$ cat src/rtl/fmap_stream_tx_pkg.sv
// fmap_stream_tx_pkg
//   Definitions shared by the feature-map streamer and the conv core:
//   FSM state encoding, memory read latency, default frame geometry and a
//   counter-width helper.
package fmap_stream_tx_pkg;

    typedef enum logic [1:0] {
        S_IDLE  = 2'd0,
        S_READ  = 2'd1,
        S_GAP   = 2'd2,
        S_DRAIN = 2'd3
    } fsm_state_e;

    // Cycles from an issued read to its pixel appearing on the output.
    localparam int RD_LAT = 2;

    localparam int DEF_I_F_BW = 8;
    localparam int DEF_IW     = 28;
    localparam int DEF_IH     = 28;

    // Bits needed to count 0..n-1, never less than one.
    function automatic int cnt_bw(input int n);
        return (n > 1) ? $clog2(n) : 1;
    endfunction

endpackage

$ cat src/rtl/fmap_addr_gen.sv
// fmap_addr_gen
//   Raster-order column/row/address counters for one frame.
//   Ports:
//     clk, reset_n   clock, asynchronous active-low reset
//     clear_i        return all counters to 0 (frame start)
//     adv_i          one read was issued this cycle; advance to next pixel
//     addr_o         current read address (row*IW + col, kept incrementally)
//     last_col_o     current column is IW-1
//     last_row_o     current row is IH-1
module fmap_addr_gen
    import fmap_stream_tx_pkg::*;
#(
    parameter int IW      = DEF_IW,
    parameter int IH      = DEF_IH,
    parameter int ADDR_BW = 10
) (
    input  logic               clk,
    input  logic               reset_n,
    input  logic               clear_i,
    input  logic               adv_i,
    output logic [ADDR_BW-1:0] addr_o,
    output logic               last_col_o,
    output logic               last_row_o
);

    localparam int CW = cnt_bw(IW);
    localparam int RW = cnt_bw(IH);
    localparam logic [CW-1:0] COL_LAST = CW'(IW - 1);
    localparam logic [RW-1:0] ROW_LAST = RW'(IH - 1);

    logic [CW-1:0]      col_q,  col_d;
    logic [RW-1:0]      row_q,  row_d;
    logic [ADDR_BW-1:0] addr_q, addr_d;

    assign last_col_o = (col_q == COL_LAST);
    assign last_row_o = (row_q == ROW_LAST);
    assign addr_o     = addr_q;

    always_comb begin
        // NOTE: every always_comb output gets a default first so no path leaves it unassigned (no latch).
        col_d  = col_q;
        row_d  = row_q;
        addr_d = addr_q;
        if (clear_i) begin
            col_d  = '0;
            row_d  = '0;
            addr_d = '0;
        end else if (adv_i) begin
            if (last_col_o) begin
                col_d = '0;
                if (last_row_o) begin
                    // Final pixel: wrap everything so the next frame starts at 0.
                    row_d  = '0;
                    addr_d = '0;
                end else begin
                    row_d  = row_q + RW'(1);
                    addr_d = addr_q + ADDR_BW'(1);
                end
            end else begin
                col_d  = col_q + CW'(1);
                addr_d = addr_q + ADDR_BW'(1);
            end
        end
    end

    // NOTE: state updates use non-blocking assignments so all registers see pre-edge values.
    always_ff @(posedge clk or negedge reset_n) begin
        if (!reset_n) begin
            col_q  <= '0;
            row_q  <= '0;
            addr_q <= '0;
        end else begin
            col_q  <= col_d;
            row_q  <= row_d;
            addr_q <= addr_d;
        end
    end

endmodule

$ cat src/rtl/fmap_stream_tx.sv
// fmap_stream_tx
//   Streams one IW x IH frame from a frame memory to the conv core in raster
//   order, with optional idle cycles between rows and a hold input that
//   pauses new reads without losing reads already in flight.
//   Ports:
//     clk, reset_n   clock, asynchronous active-low reset
//     i_start        single-cycle frame start request (ignored while busy/done)
//     i_hold         suspends new reads while high
//     o_rd_en        frame-memory read strobe
//     o_rd_addr      frame-memory read address
//     i_rd_data      frame-memory data, valid the cycle after o_rd_en
//     o_ot_valid     pixel valid (RD_LAT cycles after the read)
//     o_ot_pixel     pixel, holds last value when o_ot_valid is low
//     o_busy         frame in progress
//     o_done         single-cycle frame-complete pulse
module fmap_stream_tx
    import fmap_stream_tx_pkg::*;
#(
    parameter int I_F_BW  = DEF_I_F_BW,
    parameter int IW      = DEF_IW,
    parameter int IH      = DEF_IH,
    parameter int ADDR_BW = 10,
    parameter int GAP     = 0
) (
    input  logic               clk,
    input  logic               reset_n,
    input  logic               i_start,
    input  logic               i_hold,
    output logic               o_rd_en,
    output logic [ADDR_BW-1:0] o_rd_addr,
    input  logic [I_F_BW-1:0]  i_rd_data,
    output logic               o_ot_valid,
    output logic [I_F_BW-1:0]  o_ot_pixel,
    output logic               o_busy,
    output logic               o_done
);

    localparam int GW = cnt_bw(GAP);
    localparam logic [GW-1:0] GAP_LAST = GW'((GAP > 0) ? GAP - 1 : 0);

    fsm_state_e        state_q;
    logic [GW-1:0]     gap_cnt_q;
    logic              busy_q;
    logic              done_q;
    logic              rd_inflight_q;   // read issued last cycle, data on i_rd_data now
    logic              vld_q;
    logic [I_F_BW-1:0] pix_q;

    logic rd_en;
    logic start_ok;
    logic last_col;
    logic last_row;

    // Hold must gate the strobe in the same cycle, so the strobe is decoded
    // from the registered state rather than registered itself.
    assign rd_en    = (state_q == S_READ) && !i_hold;
    assign start_ok = (state_q == S_IDLE) && i_start && !done_q;

    fmap_addr_gen #(
        .IW      (IW),
        .IH      (IH),
        .ADDR_BW (ADDR_BW)
    ) u_addr_gen (
        .clk        (clk),
        .reset_n    (reset_n),
        .clear_i    (start_ok),
        .adv_i      (rd_en),
        .addr_o     (o_rd_addr),
        .last_col_o (last_col),
        .last_row_o (last_row)
    );

    always_ff @(posedge clk or negedge reset_n) begin
        if (!reset_n) begin
            state_q   <= S_IDLE;
            gap_cnt_q <= '0;
            busy_q    <= 1'b0;
            done_q    <= 1'b0;
        end else begin
            done_q <= 1'b0;
            unique case (state_q)
                S_IDLE: begin
                    if (start_ok) begin
                        state_q <= S_READ;
                        busy_q  <= 1'b1;
                    end
                end
                S_READ: begin
                    if (rd_en && last_col) begin
                        if (last_row) begin
                            state_q <= S_DRAIN;
                        end else if (GAP > 0) begin
                            state_q   <= S_GAP;
                            gap_cnt_q <= '0;
                        end
                    end
                end
                S_GAP: begin
                    // Counts every cycle; hold only affects reads.
                    if (gap_cnt_q == GAP_LAST) begin
                        state_q <= S_READ;
                    end else begin
                        gap_cnt_q <= gap_cnt_q + GW'(1);
                    end
                end
                S_DRAIN: begin
                    // The last pixel is on the output this cycle; done follows it.
                    if (!rd_inflight_q) begin
                        state_q <= S_IDLE;
                        busy_q  <= 1'b0;
                        done_q  <= 1'b1;
                    end
                end
            endcase
        end
    end

    // Output pipeline: capture memory data one cycle after the read, present
    // it registered on the following cycle (RD_LAT total).
    // NOTE: only control/data flops here, no memory array, so all of them take the async reset.
    always_ff @(posedge clk or negedge reset_n) begin
        if (!reset_n) begin
            rd_inflight_q <= 1'b0;
            vld_q         <= 1'b0;
            pix_q         <= '0;
        end else begin
            rd_inflight_q <= rd_en;
            vld_q         <= rd_inflight_q;
            if (rd_inflight_q) begin
                pix_q <= i_rd_data;
            end
        end
    end

    assign o_rd_en    = rd_en;
    assign o_ot_valid = vld_q;
    assign o_ot_pixel = pix_q;
    assign o_busy     = busy_q;
    assign o_done     = done_q;

endmodule
$ cat config.mk
export PLATFORM = sky130hd
export DESIGN_NAME = fmap_stream_tx
export DESIGN_NICKNAME = d
export VERILOG_FILES = /design/src/rtl/fmap_stream_tx_pkg.sv /design/src/rtl/fmap_addr_gen.sv /design/src/rtl/fmap_stream_tx.sv
export SDC_FILE = /design/constraint.sdc
export NUM_CORES = 1
export LEC_CHECK = 0
export ABC_AREA = 0
export BUFFER_PORTS_ARGS = -buffer_cell sky130_fd_sc_hd__buf_2
export CAP_MARGIN = 20
export CORE_MARGIN = 2
export CORE_UTILIZATION = 50
export DETAILED_ROUTE_END_ITERATION = 8
export PLACE_DENSITY_LB_ADDON = 0.3
export REMOVE_ABC_BUFFERS = 1
export SETUP_SLACK_MARGIN = 0.1
export SLEW_MARGIN = 10
export SYNTH_ARGS = -nofsm -noshare
export SYNTH_HDL_FRONTEND = slang
export SYNTH_SLANG_ARGS = --single-unit
export TNS_END_PERCENT = 50
$ cat constraint.sdc
create_clock -name clk -period 2.1 [get_ports clk]
set_input_delay 0.42 -clock clk [delete_from_list [all_inputs] [get_ports clk]]
set_output_delay 0.42 -clock clk [all_outputs]
set_load 0.02 [all_outputs]
Yosys cells after proc, flatten, opt, wreduce, memory -nomap -nowiden
Cells that the tools add are included.
{ "totals": {"reg_bits": 35, "inputBits": 12, "out_inout_bits": 22, "wordCells": 60} }
{ "classes": {"add_sub_neg": 4, "n_eq_ne": 10, "mux": 23, "reduce_logical": 13} }
{ "ops": {"columns": ["cell", "count"], "rows": [
  ["$mux 10", 4],
  ["$mux 5", 7],
  ["$add 10x1->10 const B", 1],
  ["$add 5x1->5 const B", 2],
  ["$eq 5x5->1 const B", 2],
  ["$mux 2", 5],
  ["$ne 2x2->1 const B", 4],
  ["$pmux 2 s4", 1],
  ["$reduce_bool 2->1", 3],
  ["$mux 1", 5],
  ["$reduce_and 5->1", 1],
  ["$eq 2x2->1 const B", 2],
  ["$logic_and 1x1->1", 4],
  ["$reduce_and 3->1", 1],
  ["$eq 2x1->1 const B", 1],
  ["$logic_not 1->1", 2],
  ["$logic_not 2->1", 1],
  ["$ne 2x1->1 const B", 1],
  ["$pmux 1 s2", 1],
  ["$reduce_and 2->1", 1],
  ["$add 1x1->1 const B", 1]
]} }

Depth between registers and ports, before layout
{ "logic_depth": {"word_depth": 5, "mapped_depth": 7, "ltp_nobuf": 5} }

By module
Synthesis repeated with hierarchy kept, for this count alone.
{ "hier_totals": {"cells_unflattened": 144, "hier_area_um2": 1604.0} }
{ "modules_own_cells": {"columns": ["mod", "instances", "cells_each", "area_each_um2", "seq_area_each_um2"], "rows": [
  ["fmap_addr_gen", 1, 109, 1058.5, 500.5],
  ["fmap_stream_tx", 1, 35, 545.5, 350.3]
]} }

Least setup slack after synthesis
No wires, ideal clock.
{ "synth_path": {"path_type": "reg2reg", "startpoint": "reg state_q[1]", "endpoint": "reg u_addr_gen.addr_q[6], in the netlist u_addr_gen.addr_o[6]", "setup_time_ns": 0.133, "arrival_time_ns": 1.573, "required_time_ns": 1.967, "slack_ns": 0.395, "stages_incl_launch_ff": 8, "path_buffers": 2, "period_less_slack_ns": 1.705, "cell_sequence": "dfrtp_1 or3b_1 buf_6 clkinv_2 buf_2 o211ai_1 xor2_1 nor2_1"} }
{ "synth_via": {"word_cells_on_any_way": 7, "classes_between": "eq/ne (1); mux (1); reduce/logical (5)"} }
{ "synth_lines": {"columns": ["item", "line_no", "text"], "rows": [
  ["start, declared", "fmap_stream_tx.sv:41", "fsm_state_e state_q;"],
  ["start signal, assigned", "fmap_stream_tx.sv:75", "state_q <= S_IDLE;"],
  ["start signal, assigned", "fmap_stream_tx.sv:84", "state_q <= S_READ;"],
  ["start signal, assigned", "fmap_stream_tx.sv:91", "state_q <= S_DRAIN;"],
  ["$eq 2x1->1", "fmap_stream_tx.sv:56", "assign rd_en = (state_q == S_READ) && !i_hold;"],
  ["$logic_and 1x1->1", "fmap_stream_tx.sv:56", null],
  ["named net o_rd_en", "fmap_stream_tx.sv:29", "output logic o_rd_en,"],
  ["$reduce_bool 2->1 (no source line)", null, null],
  ["end signal, assigned", "fmap_addr_gen.sv:75", "addr_q <= addr_d;"],
  ["end, declared", "fmap_addr_gen.sv:33", "logic [ADDR_BW-1:0] addr_q, addr_d;"]
]} }
The timed path passes the listed nets, and every way through them passes these cells.
A chain may end at the register's enable or synchronous reset.

Worst setup path in the final report
{ "layout_path": {"startpoint": "reg state_q[1]", "endpoint": "out o_rd_en"} }
{ "layout_via": {"elab_chain_len": 2} }
{ "layout_lines": {"columns": ["item", "line_no"], "rows": [
  ["$eq 2x1->1", "fmap_stream_tx.sv:56"],
  ["$logic_and 1x1->1", "fmap_stream_tx.sv:56"],
  ["end, declared", "fmap_stream_tx.sv:29"]
]} }
Every way passes these cells.

==> flow_summary.toml <==
[status]
status = "finished clean"

[clock_tree]
cts.clk_slew.worst_paths_ns = 0.10
clockBufferDepth = 2
cts-buffers-inserted = 5
htreeDepth = 2
cts_sinks = 34
clockRootBuffer = "clkbuf_4"
worstSkewPairLatency_ns = 0.34
post_cts_buffers = 0
cts_tree = "built"

[route]
via_count = 1207
drt_iter0_drc = 56
wl_per_cell_um = 14.0
postRouteAntennaNets = 0
drc_errors = 0
drt_wl_total_um = 3120
dr.pass1.iters = 4
vias_per_cell = 5.41

[timing]
setup_viol = 0
finalMaxSlewViolations = 0
skew_ns = 0.00917
worst_slew_pin_slew_ns = 0.725
period_needed_ns = 1.94
fin_tns_setup_ns = 0
period_share = 0.922
slew_headroom = 0.517
rsz0062_at_grt = "false"
max_freq_mhz = 516
finalHoldViolations = 0

[floorplan]
core_um2 = 3030
die_area_um2 = 3620
rows = 20
die_y_um = 60.2
die_w_um = 60.2
initial_core_util = 0.521
boundaryPins = 34

[worst_setup_path]
rrSetupSlack_ns = 0.34
end_kind = "primary output"
crit_required_ns = 1.68
startpoint_type = "flop"
cp_top_family = "flip-flops"
critPathArrivalTime_ns = 1.52
max_stage_delay_ns = 0.47
cp_cell_sequence = "or3b_4, clkinv_4, buf_4"
crit_path_start = "state_q[1]$_DFFE_PN0P_"
path_class = "flop to primary output"
crit_buf_inv = 2
critPathMaxFanout = 15
rr_startpoint = "state_q[1]$_DFFE_PN0P_"
crit_slowest_cell = "dfrtp_2"

[global_route]
grt.overflow.total = 0
grt_max_degree = 35
first_global_vias = 1255
antenna_found_initial = 0
track_usage = 0.215
grt_first_pass_wirelength_um = 5600

[power_and_ir_drop]
ir_drop_uv = 670
power_per_cell_area_nw_per_um2 = 920
power_leakage_nw = 0.870

[logic_synthesis]
yosysWarningCount = 0
syn_area_um2 = 1580
synthCells = 142
synth-seq-cells = 34
synth_cell_types = 38
yosysSeqAreaShare = 0.539
synth_area_per_cell_um2 = 11.1

[final_layout]
syn2layout_area_growth_pct = 16.7
diodes = 0
final_net_count = 194
fin_cells = 223
drive_gt1_frac = 0.274

[placement]
placedCellCount = 216
dpl.hpwl_um = 2260
portBuffers = 33
place_congestion = 0.847

[hold_path]
hp-class = "input port to async pin"

[run]
drv_cap = 0
-- synth_stat cells, drive strengths merged --
library cell / n / area, um2
dfrtp: 34 / 851
o31ai: 1 / 7.51
or4b: 1 / 10.0
or3b: 1 / 8.76
nand3: 6 / 30.0
o2111ai: 3 / 26.3
nand2: 9 / 33.8
nor2b: 2 / 12.5
nand4: 1 / 6.26
and2: 1 / 6.26
o211ai: 3 / 22.5
or3: 2 / 12.5
nand4b: 2 / 17.5
mux2: 8 / 90.1
nand3b: 1 / 7.51
xnor2: 2 / 17.5
mux2i: 4 / 40.0
nor2: 19 / 71.3
nor4b: 1 / 15.0
a21oi: 7 / 38.8
and4: 2 / 17.5
buf: 2 / 16.3
inv: 1 / 3.75
clkinv: 1 / 5.00
a311oi: 1 / 8.76
and4b: 2 / 20.0
a22oi: 1 / 7.51
and3: 2 / 12.5
clkbuf: 3 / 11.3
xor2: 7 / 61.3
o21ai: 8 / 47.5
ha: 3 / 37.5
nor3: 1 / 5.00
-- path summary, 6_finish.rpt --
check,end,cells after the start
min in group clk,o_ot_pixel[6]$_DFFE_PN0P_,2
max in group asynchronous,state_q[0]$_DFFE_PN0P_,1
max reg2reg,u_addr_gen.addr_o[9]$_DFFE_PN0P_,5
max,o_rd_en,3
min reg2reg,o_ot_pixel[6]$_DFFE_PN0P_,1
min,o_ot_pixel[1]$_DFFE_PN0P_,1
-- per-layer routing --
layer	routed length (um)	share of wire	GRT usage
met2	1520	0.49	0.349
met3	120	0.038	0.0693
met1	1410	0.45	0.261
met5	0	0	0
met4	65	0.021	0.0889
-- worst register-to-register path, delay by kind of cell, from the launching register on --
kind	cells	cell delay (ns)
compound gates	2	0.50
buf+inv	1	0.18
simple gates	2	0.54
flops	1	0.47
-- report_power, final --
part | switching [mW] | internal (mW) | leakage [nW] | total, mW
Sequential | 0.146 | 0.786 | 0.416 | 0.931
Clock | 0.198 | 0.126 | 0.0254 | 0.324
Combinational | 0.248 | 0.192 | 0.429 | 0.440
Total | 0.591 | 1.10 | 0.870 | 1.70
-- cell families (layout without fill, tap and decap cells) --
family,Yosys count,after routing,synth area share
AO/OA/AOI/OAI,24,24,0.101
XOR/XNOR,9,9,0.0499
adder cells (fa/ha/maj),3,3,0.0238
buffers and inverters,7,44,0.0230
flip-flops,34,34,0.539
multiplexers,12,12,0.0824
AND/OR/NAND/NOR,53,53,0.181
-- flip-flops by register name, indices dropped and copies added, names as in the netlist --
name,count
state_q,2
o_busy,1
o_done,1
u_addr_gen.col_q,5
u_addr_gen.addr_o,10
o_ot_valid,1
o_ot_pixel,8
rd_inflight_q,1
u_addr_gen.row_q,5
-- area by class of cell --
class / count / area, um2
repair buffers: 35 / 183
flip-flops and latches: 34 / 853
clock buffers: 7 / 45.0
fillers: 245 / 1180
inverters: 2 / 12.5
well taps: 44 / 55.1
multi-input cells: 101 / 694
-- cell usage in the layout, fill, tap and decap left out, types with 2 or more instances in the layout --
cell type and instances:
nand2_1 9, mux2_1 7, nand4b_1 2, nor2b_1 2, nor2_1 19, clkbuf_1 2, a21oi_1 6, mux2i_1 4
and3_1 2, dfrtp_2 2, or3_1 2, buf_4 3, ha_1 3, o211ai_1 3, buf_2 32, dfrtp_1 32
o2111ai_1 3, nand3_1 6, xor2_1 7, o21ai_1 5, xnor2_1 2, o21ai_2 2, and4b_1 2, and4_1 2
clkbuf_4 5
-- what timing repair did --
item	in CTS	in global routing
hold buffers	0	0
setup endpoints to repair	1	1
gates resized for setup	2	3
-- stage by stage --
step | instance area (um2) | hold slack [ns] | total power, mW | util | worst slack, ns
2_1_floorplan | 1550 | 0.124 | 1.22 | - | 0.190
3_3_place_gp | 1790 | 0.463 | 1.36 | 0.590 | 0.347
3_5_place_dp | 1790 | 0.474 | 1.38 | 0.590 | 0.291
4_1_cts | 1840 | 0.148 | 1.71 | 0.607 | 0.108
5_1_grt | 1840 | 0.187 | 1.82 | 0.609 | 0.105
6_report | 1840 | 0.129 | 1.70 | 0.609 | 0.163
Power figures use the tool's default switching activity.
